### src/rtl/kmeans_regmap_pkg.sv
// Shared definitions for the k-means register file and its upstream APB master:
// register numbering, master FSM states and the buffered host command layout.
package kmeans_regmap_pkg;

  localparam int unsigned ADDR_W = 9;
  localparam int unsigned DATA_W = 91;

  typedef enum logic [ADDR_W-1:0] {
    INTERNAL_STATUS = 9'd0,
    GO              = 9'd1,
    CENT_1          = 9'd2,
    CENT_2          = 9'd3,
    CENT_3          = 9'd4,
    CENT_4          = 9'd5,
    CENT_5          = 9'd6,
    CENT_6          = 9'd7,
    CENT_7          = 9'd8,
    CENT_8          = 9'd9,
    RAM_ADDR        = 9'd10,
    RAM_DATA        = 9'd11,
    FIRST_RAM_ADDR  = 9'd12,
    LAST_RAM_ADDR   = 9'd13,
    THRESHOLD       = 9'd14
  } kmeans_reg_t;

  typedef enum logic [1:0] {
    IDLE,
    SETUP,
    ACCESS,
    RESP
  } apb_master_st_t;

  typedef struct packed {
    logic              write;
    logic [ADDR_W-1:0] addr;
    logic [DATA_W-1:0] wdata;
  } kmeans_cmd_t;

endpackage

### src/rtl/kmeans_cmd_fifo.sv
// Small synchronous command FIFO: valid/ready push side, pop strobe, and a
// separate occupancy counter so full/empty need no pointer-wrap bit.
module kmeans_cmd_fifo
  import kmeans_regmap_pkg::*;
#(
  parameter int unsigned WIDTH = 8,
  parameter int unsigned DEPTH = 4
) (
  input  logic                     clk,
  input  logic                     rst_n,
  input  logic                     push_valid,
  input  logic [WIDTH-1:0]         push_data,
  input  logic                     pop,
  output logic [WIDTH-1:0]         pop_data,
  output logic                     empty,
  output logic                     full,
  output logic [$clog2(DEPTH):0]   count
);

  localparam int unsigned PW = $clog2(DEPTH);
  localparam int unsigned CW = PW + 1;

  logic [WIDTH-1:0] mem [DEPTH];
  logic [PW-1:0]    wptr;
  logic [PW-1:0]    rptr;
  logic             do_push;
  logic             do_pop;

  assign empty    = (count == '0);
  assign full     = (count == CW'(DEPTH));
  assign do_push  = push_valid && !full;
  assign do_pop   = pop && !empty;
  assign pop_data = mem[rptr];

  always_ff @(posedge clk) begin
    if (do_push) mem[wptr] <= push_data;
  end

  // DEPTH is a power of two, so plain pointer increment wraps modulo DEPTH.
  always_ff @(posedge clk or negedge rst_n) begin
    if (!rst_n) begin
      wptr  <= '0;
      rptr  <= '0;
      count <= '0;
    end else begin
      if (do_push) wptr <= wptr + 1'b1;
      if (do_pop)  rptr <= rptr + 1'b1;
      case ({do_push, do_pop})
        2'b10:   count <= count + 1'b1;
        2'b01:   count <= count - 1'b1;
        default: count <= count;
      endcase
    end
  end

endmodule

### src/rtl/kmeans_apb_host_master.sv
// Host-command to APB bridge for the k-means register file: buffers commands,
// runs one bounded APB transfer at a time and returns one response per command.
module kmeans_apb_host_master
  import kmeans_regmap_pkg::*;
#(
  parameter int unsigned addrWidth      = 9,
  parameter int unsigned dataWidth      = 91,
  parameter int unsigned CMD_DEPTH      = 4,
  parameter int unsigned TIMEOUT_CYCLES = 64
) (
  input  logic                 clk,
  input  logic                 rst_n,
  input  logic                 cmd_valid,
  output logic                 cmd_ready,
  input  logic                 cmd_write,
  input  logic [addrWidth-1:0] cmd_addr,
  input  logic [dataWidth-1:0] cmd_wdata,
  output logic                 rsp_valid,
  input  logic                 rsp_ready,
  output logic [dataWidth-1:0] rsp_rdata,
  output logic                 rsp_err,
  output logic                 busy,
  output logic [addrWidth-1:0] paddr,
  output logic                 pwrite,
  output logic                 psel,
  output logic                 penable,
  output logic [dataWidth-1:0] pwdata,
  input  logic [dataWidth-1:0] prdata,
  input  logic                 pready
);

  localparam int unsigned CMD_W = 1 + addrWidth + dataWidth;
  localparam int unsigned TW    = $clog2(TIMEOUT_CYCLES);

  apb_master_st_t              state;
  logic [CMD_W-1:0]            head;
  logic                        fifo_empty;
  logic                        fifo_full;
  logic [$clog2(CMD_DEPTH):0]  fifo_count;
  logic                        pop;
  logic [TW-1:0]               timer;

  assign pop       = (state == IDLE) && !fifo_empty;
  assign cmd_ready = !fifo_full;
  assign busy      = (fifo_count != '0) || (state != IDLE);

  kmeans_cmd_fifo #(
    .WIDTH (CMD_W),
    .DEPTH (CMD_DEPTH)
  ) u_fifo (
    .clk        (clk),
    .rst_n      (rst_n),
    .push_valid (cmd_valid),
    .push_data  ({cmd_write, cmd_addr, cmd_wdata}),
    .pop        (pop),
    .pop_data   (head),
    .empty      (fifo_empty),
    .full       (fifo_full),
    .count      (fifo_count)
  );

  always_ff @(posedge clk or negedge rst_n) begin
    if (!rst_n) begin
      state     <= IDLE;
      paddr     <= '0;
      pwrite    <= 1'b0;
      pwdata    <= '0;
      psel      <= 1'b0;
      penable   <= 1'b0;
      rsp_valid <= 1'b0;
      rsp_rdata <= '0;
      rsp_err   <= 1'b0;
      timer     <= '0;
    end else begin
      case (state)
        IDLE: begin
          if (!fifo_empty) begin
            {pwrite, paddr, pwdata} <= head;
            psel  <= 1'b1;
            state <= SETUP;
          end
        end
        SETUP: begin
          penable <= 1'b1;
          timer   <= '0;
          state   <= ACCESS;
        end
        ACCESS: begin
          // pready is checked first so a reply on the limit cycle is not an error.
          if (pready) begin
            rsp_rdata <= pwrite ? '0 : prdata;
            rsp_err   <= 1'b0;
            psel      <= 1'b0;
            penable   <= 1'b0;
            rsp_valid <= 1'b1;
            state     <= RESP;
          end else if (timer == TW'(TIMEOUT_CYCLES - 1)) begin
            rsp_rdata <= '0;
            rsp_err   <= 1'b1;
            psel      <= 1'b0;
            penable   <= 1'b0;
            rsp_valid <= 1'b1;
            state     <= RESP;
          end else begin
            timer <= timer + 1'b1;
          end
        end
        RESP: begin
          if (rsp_ready) begin
            rsp_valid <= 1'b0;
            state     <= IDLE;
          end
        end
        default: state <= IDLE;
      endcase
    end
  end

endmodule
### config.mk
export PLATFORM = sky130hd
export DESIGN_NAME = kmeans_apb_host_master
export DESIGN_NICKNAME = d
export VERILOG_FILES = /design/src/rtl/kmeans_regmap_pkg.sv /design/src/rtl/kmeans_cmd_fifo.sv /design/src/rtl/kmeans_apb_host_master.sv
export SDC_FILE = /design/constraint.sdc
export NUM_CORES = 1
export LEC_CHECK = 0
export CAP_MARGIN = 10
export CORE_UTILIZATION = 30
export DETAILED_ROUTE_END_ITERATION = 6
export DONT_BUFFER_PORTS = 1
export PLACE_DENSITY_LB_ADDON = 0.25
export SLEW_MARGIN = 20
export SYNTH_ARGS = -nofsm -noshare
export SYNTH_HDL_FRONTEND = slang
export SYNTH_SLANG_ARGS = --single-unit
### constraint.sdc
create_clock -name clk -period 3.5 [get_ports clk]
set_input_delay 0.525 -clock clk [delete_from_list [all_inputs] [get_ports clk]]
set_output_delay 0.525 -clock clk [all_outputs]
set_load 0.02 [all_outputs]
==> reports/results.tsv, run 1 <==
metric	value	unit
root_buffer	clkbuf_16	
max_freq	394	MHz
htree_levels	3	
synth_area	0.0226	sq mm
cts-resized-gates	0	
drv_slew	0	
critPathMaxFanout	6	
finClkSkew	0.0205	ns
tns	0	ns
vdd_ir_drop_max	0.000383	V
path_class	reg -> reg	
clk_pin_slew_worst_paths	0.06	ns
first_pass_iters	4	
grt_first_pass_wirelength	81.7	mm
overflow	0	
dpl.hpwl	32.4	mm
arrival	3.05	ns
maxCapViolations	0	
hold_path_class	in -> async	
yosysWarnings	0	
crit_path_end_kind	register	
ys_seq_elements	615	
dr_total_vias	11554	
layout_worst_path_cycle_share	0.725	
totalWireLength	53.9	mm
cp.required	4.01	ns
fp.dieH	277	um
p_per_area	940	mW/mm^2
die_area	0.0765	sq mm
area_growth	20.7	%
status	finished, violations left	
ys_types	40	
holdWs	-0.368	ns
cts.sinks	615	
antenna_left	0	
cts-hold-fix-buffers	102	
hold_viol	211	
worst_pin_slew	0.988	ns
gp_congestion	0.693	
fin_area	0.0273	sq mm
rows	100	
ys.flop_type	edfxtp_1	
syn_avg_cell_area	17.8	sq um
via_per_inst	4.74	
antenna_found_initial	12	
pin_count	395	
wire_per_inst	22.1	um
numCtsBuffers	70	
initial_core_util	0.303	
nNetsFinal	1610	
setup_viol	0	
violations	negative hold slack	
cp-start-kind	register	
p_leak	10.2	nW
insertion_delay	0.59	ns
tritoncts	yes	
slew_headroom	0.341	
rsz0062_at_grt	no	
drc_errors	0	
reg2reg_slack	0.96	ns
max-clock-path-buffers	3	
dpl_cell_area	0.0238	sq mm
io_buffers	0	
synth_nets	1480	
drt_iter0_markers	509	
grt_use_total	0.142	
coreArea	0.0746	sq mm
final.min_clock_period	2.54	ns
die_x	277	um
final_core_util	0.366	
synth_edf_count	404	
ys_seq_area_frac	0.770	
synthCells	1272	
synthArstFlopShare	0.343	
grt_max_degree	212	
drive_gt1_frac	0.171	
grt_pass1_vias	12584	
[per-stage QoR]
stage	hold WS, ns	instances	worst slack [ns]	total power [mW]
after floorplan	0.229	1272	0.987	16.3
after CTS	-0.421	2428	0.919	26.2
after global placement	0.238	2197	1.01	18.2
final	-0.368	2436	0.962	25.7
after detailed placement	0.239	2197	0.948	18.3
after global routing	-0.415	2434	0.753	27.1
[what timing repair did]
item,in CTS,in global routing
buffers inserted,0,0
setup endpoints to repair,0,0
endpoints found under the hold margin,616,211
[worst paths after layout]
| check | start | to | depth (start not counted) |
|---|---|---|---|
| max in group asynchronous | rst_n | pwdata[63] | 0 |
| min in group clk | prdata[27] | rsp_rdata[27] | 1 |
| worst min-delay path | rst_n | pwdata[16] | 0 |
| worst max register to register | u_fifo.count[0] | u_fifo.count[2] | 10 |
| worst min register to register | state[0] | state[0] | 1 |
| worst max-delay path | u_fifo.count[0] | u_fifo.count[2] | 10 |
[sequential cells by signal, indices dropped and copies added, names as in the netlist, 2 cells and up]
signal	cells
pwdata	91
timer	6
state	2
paddr	9
u_fifo.rptr	2
u_fifo.mem	404
u_fifo.wptr	2
rsp_rdata	91
u_fifo.count	3
[worst max-delay path, cell delays in order, from the launching register on]
cell and delay, ns:
dfrtp_1 0.44, inv_1 0.13, nand3_1 0.40, and2_1 0.38, inv_1 0.06, ha_1 0.18, inv_1 0.08, fa_1 0.38
xor2_1 0.15, nor2_1 0.11, xor2_1 0.16
[layer usage]
layer  part of all wire  GRT usage
met1               0.41      0.171
met5             0.0011          0
met4              0.030     0.0531
met2               0.48      0.237
met3              0.076     0.0448
[layout make-up]
type | count | area, sq um
Fill cell | 6959 | 47300
Multi-Input combinational cell | 575 | 4820
Antenna cell | 8 | 20.0
Sequential cell | 615 | 17400
Clock inverter | 28 | 372
Tap cell | 969 | 1210
Clock buffer | 101 | 2070
Inverter | 14 | 55.1
Timing Repair Buffer | 126 | 1330
[synthesized netlist by cell type, types with 2 or more instances]
cell | n | area (sq um)
buf_4 | 9 | 67.6
nand4_1 | 2 | 12.5
nand3_1 | 3 | 15.0
mux4_2 | 101 | 2270
o221ai_1 | 2 | 17.5
clkbuf_1 | 25 | 93.8
xor2_1 | 2 | 17.5
inv_1 | 13 | 48.8
buf_6 | 10 | 113
edfxtp_1 | 404 | 12100
a41oi_1 | 2 | 17.5
buf_1 | 13 | 48.8
a22o_1 | 91 | 797
and3_1 | 5 | 31.3
xnor2_1 | 4 | 35.0
nand2_1 | 317 | 1190
buf_2 | 11 | 55.1
a21oi_1 | 6 | 30.0
a31oi_1 | 3 | 18.8
o21ai_0 | 5 | 25.0
nor2_1 | 6 | 22.5
dfrtp_1 | 211 | 5280
ha_1 | 10 | 125
[cells by family after synthesis]
kind of cell / synth area share
AO/OA/AOI/OAI: 0.0425
XOR/XNOR: 0.00232
adder cells (fa/ha/maj): 0.00642
buffers and inverters: 0.0190
flip-flops: 0.770
multiplexers: 0.101
AND/OR/NAND/NOR: 0.0586
[placed cells by master, fill, tap and decap left out, types with 7 or more instances in the layout]
| cell type | count |
|---|---|
| edfxtp_1 | 404 |
| nand2_1 | 317 |
| dfrtp_1 | 209 |
| dlygate4sd3_1 | 102 |
| mux4_2 | 101 |
| a22o_1 | 91 |
| clkbuf_16 | 74 |
| clkbuf_1 | 15 |
| buf_4 | 14 |
| inv_1 | 13 |
| clkbuf_8 | 12 |
| ha_1 | 10 |
| buf_12 | 10 |
| diode_2 | 8 |
| bufinv_16 | 7 |
[power by group]
part           switching, mW  internal (mW)
sequential              2.48           9.90
combinational           3.17           2.49
clock                   2.97           4.68
No activity file was read; power rests on OpenSTA's default activity.
==> run 2: changes to the inputs <==
==> constraint.sdc (replaced) <==
create_clock -name clk -period 2.3 [get_ports clk]
set_input_delay 0.345 -clock clk [delete_from_list [all_inputs] [get_ports clk]]
set_output_delay 0.345 -clock clk [all_outputs]
set_load 0.02 [all_outputs]
==> reports/results.tsv, run 2 (synthesized netlist as in run 1, its figures left out) <==
metric	value	unit
via_per_inst	4.76	
max_stage_delay	0.48	ns
largest_reg_flops	404	
fp.dieH	277	um
grt_max_degree	212	
clk_pin_slew_worst_paths	0.06	ns
fin_ws	0.0702	ns
holdWs	-0.557	ns
insertion_delay	0.62	ns
cts.sinks	615	
drc_errors	0	
top_register	u_fifo.mem	
die_area	0.0765	sq mm
dpl_cell_area	0.0241	sq mm
cp.required	1.96	ns
rsz0062_at_grt	no	
dpl.hpwl	32.7	mm
reg.largest.list	u_fifo.mem x404, pwdata x91, rsp_rdata x91	
p_per_area	1380	mW/mm^2
drv_slew	0	
cpMaxStageDelayCell	or4b_4	
slew_headroom	0.562	
max_freq	448	MHz
area_growth	25.4	%
root_buffer	clkbuf_16	
crit_buf_inv	2	
first_pass_iters	5	
grt_first_pass_wirelength	84.4	mm
violations	negative hold slack	
multiInputGateArea	0.00483	sq mm
grt_use_total	0.146	
fin_area	0.0284	sq mm
pin_count	395	
die_x	277	um
p_leak	10.7	nW
setup_viol	0	
gp_congestion	0.733	
status	finished, violations left	
tns	0	ns
fill_cells	6828	
hold_viol	211	
finClkSkew	0.0295	ns
crit_chain	inv_2 -> ha_4 -> or4b_4 -> buf_6	
cp_top_family	simple AND/OR/NAND/NOR gates	
hold_path_class	in -> async	
cts-hold-fix-buffers	195	
cp-start-kind	register	
mostFrequentLayoutCells	404 x edfxtp_1, 317 x nand2_1, 209 x dfrtp_1	
seqCellArea	0.0174	sq mm
path_class	reg -> out	
antenna_left	0	
overflow	0	
layout_worst_path_cycle_share	0.969	
drive_gt1_frac	0.171	
grt_pass1_vias	12943	
worst_pin_slew	0.657	ns
final_common_cell	edfxtp_1	
crit_path_end_kind	primary output	
rows	100	
maxCapViolations	0	
initial_core_util	0.303	
tritoncts	yes	
drt_iter0_markers	613	
antenna_found_initial	17	
p_total	39.1	mW
wire_per_inst	21.9	um
totalWireLength	55.9	mm
numCtsBuffers	70	
critPathMaxFanout	3	
max-clock-path-buffers	3	
nNetsFinal	1727	
io_buffers	0	
coreArea	0.0746	sq mm
dr_total_vias	12155	
vdd_ir_drop_max	0.000760	V
final.min_clock_period	2.23	ns
arrival	1.88	ns
htree_levels	3	
dp_slack	0.235	ns
run 2: final cells by class:
| type | count | share of cell area |
|---|---|---|
| flip-flops and latches | 615 | 0.614 |
| multi-input cells | 575 | 0.170 |
| repair buffers | 243 | 0.0896 |
| clock buffers | 105 | 0.0714 |
| well taps | 969 | 0.0427 |
| clock inverters | 23 | 0.00904 |
| inverters | 14 | 0.00194 |
| diodes | 12 | 0.00106 |
run 2: worst paths after layout:
kind | cells after the start | slack [ns] | end | start
min | 0 | -0.56 | rsp_rdata[28] | rst_n
max | 4 | 0.07 | busy | state[0]
max in group asynchronous | 0 | 2.40 | pwdata[76] | rst_n
min in group clk | 4 | 0.07 | timer[4] | pready
max reg2reg | 6 | 0.18 | rsp_rdata[85] | timer[0]
min reg2reg | 1 | 0.58 | state[0] | state[0]
run 2: metrics by stage:
stage | cells | util
final | 2556 | 0.380
after global placement | 2217 | 0.323
after CTS | 2540 | 0.380
after global routing | 2552 | 0.380
after detailed placement | 2217 | 0.323
after floorplan | 1272 | -
run 2: power breakdown:
part / internal (mW) / leakage, nW / switching (mW)
clock: 6.39 / 1.12 / 4.50
sequential: 15.1 / 6.36 / 3.81
combinational: 4.23 / 3.23 / 5.09
run 2: repair_timing:
| action | 4_1_cts | 5_1_grt |
|---|---|---|
| buffers inserted | 0 | 4 |
| setup endpoints to repair | 1 | 1 |
| resized for setup | 5 | 1 |
| pin swaps | 1 | 0 |
| endpoints found under the hold margin | 711 | 211 |
run 2: per-layer routing:
| metal | track usage | wire length [um] | up-vias |
|---|---|---|---|
| met2 | 0.243 | 27100 | 460 |
| met3 | 0.0521 | 4780 | 116 |
| met5 | 0 | 61 | - |
| met1 | 0.172 | 22300 | 6259 |
| met4 | 0.0538 | 1590 | 10 |
| li1 | - | - | 5310 |
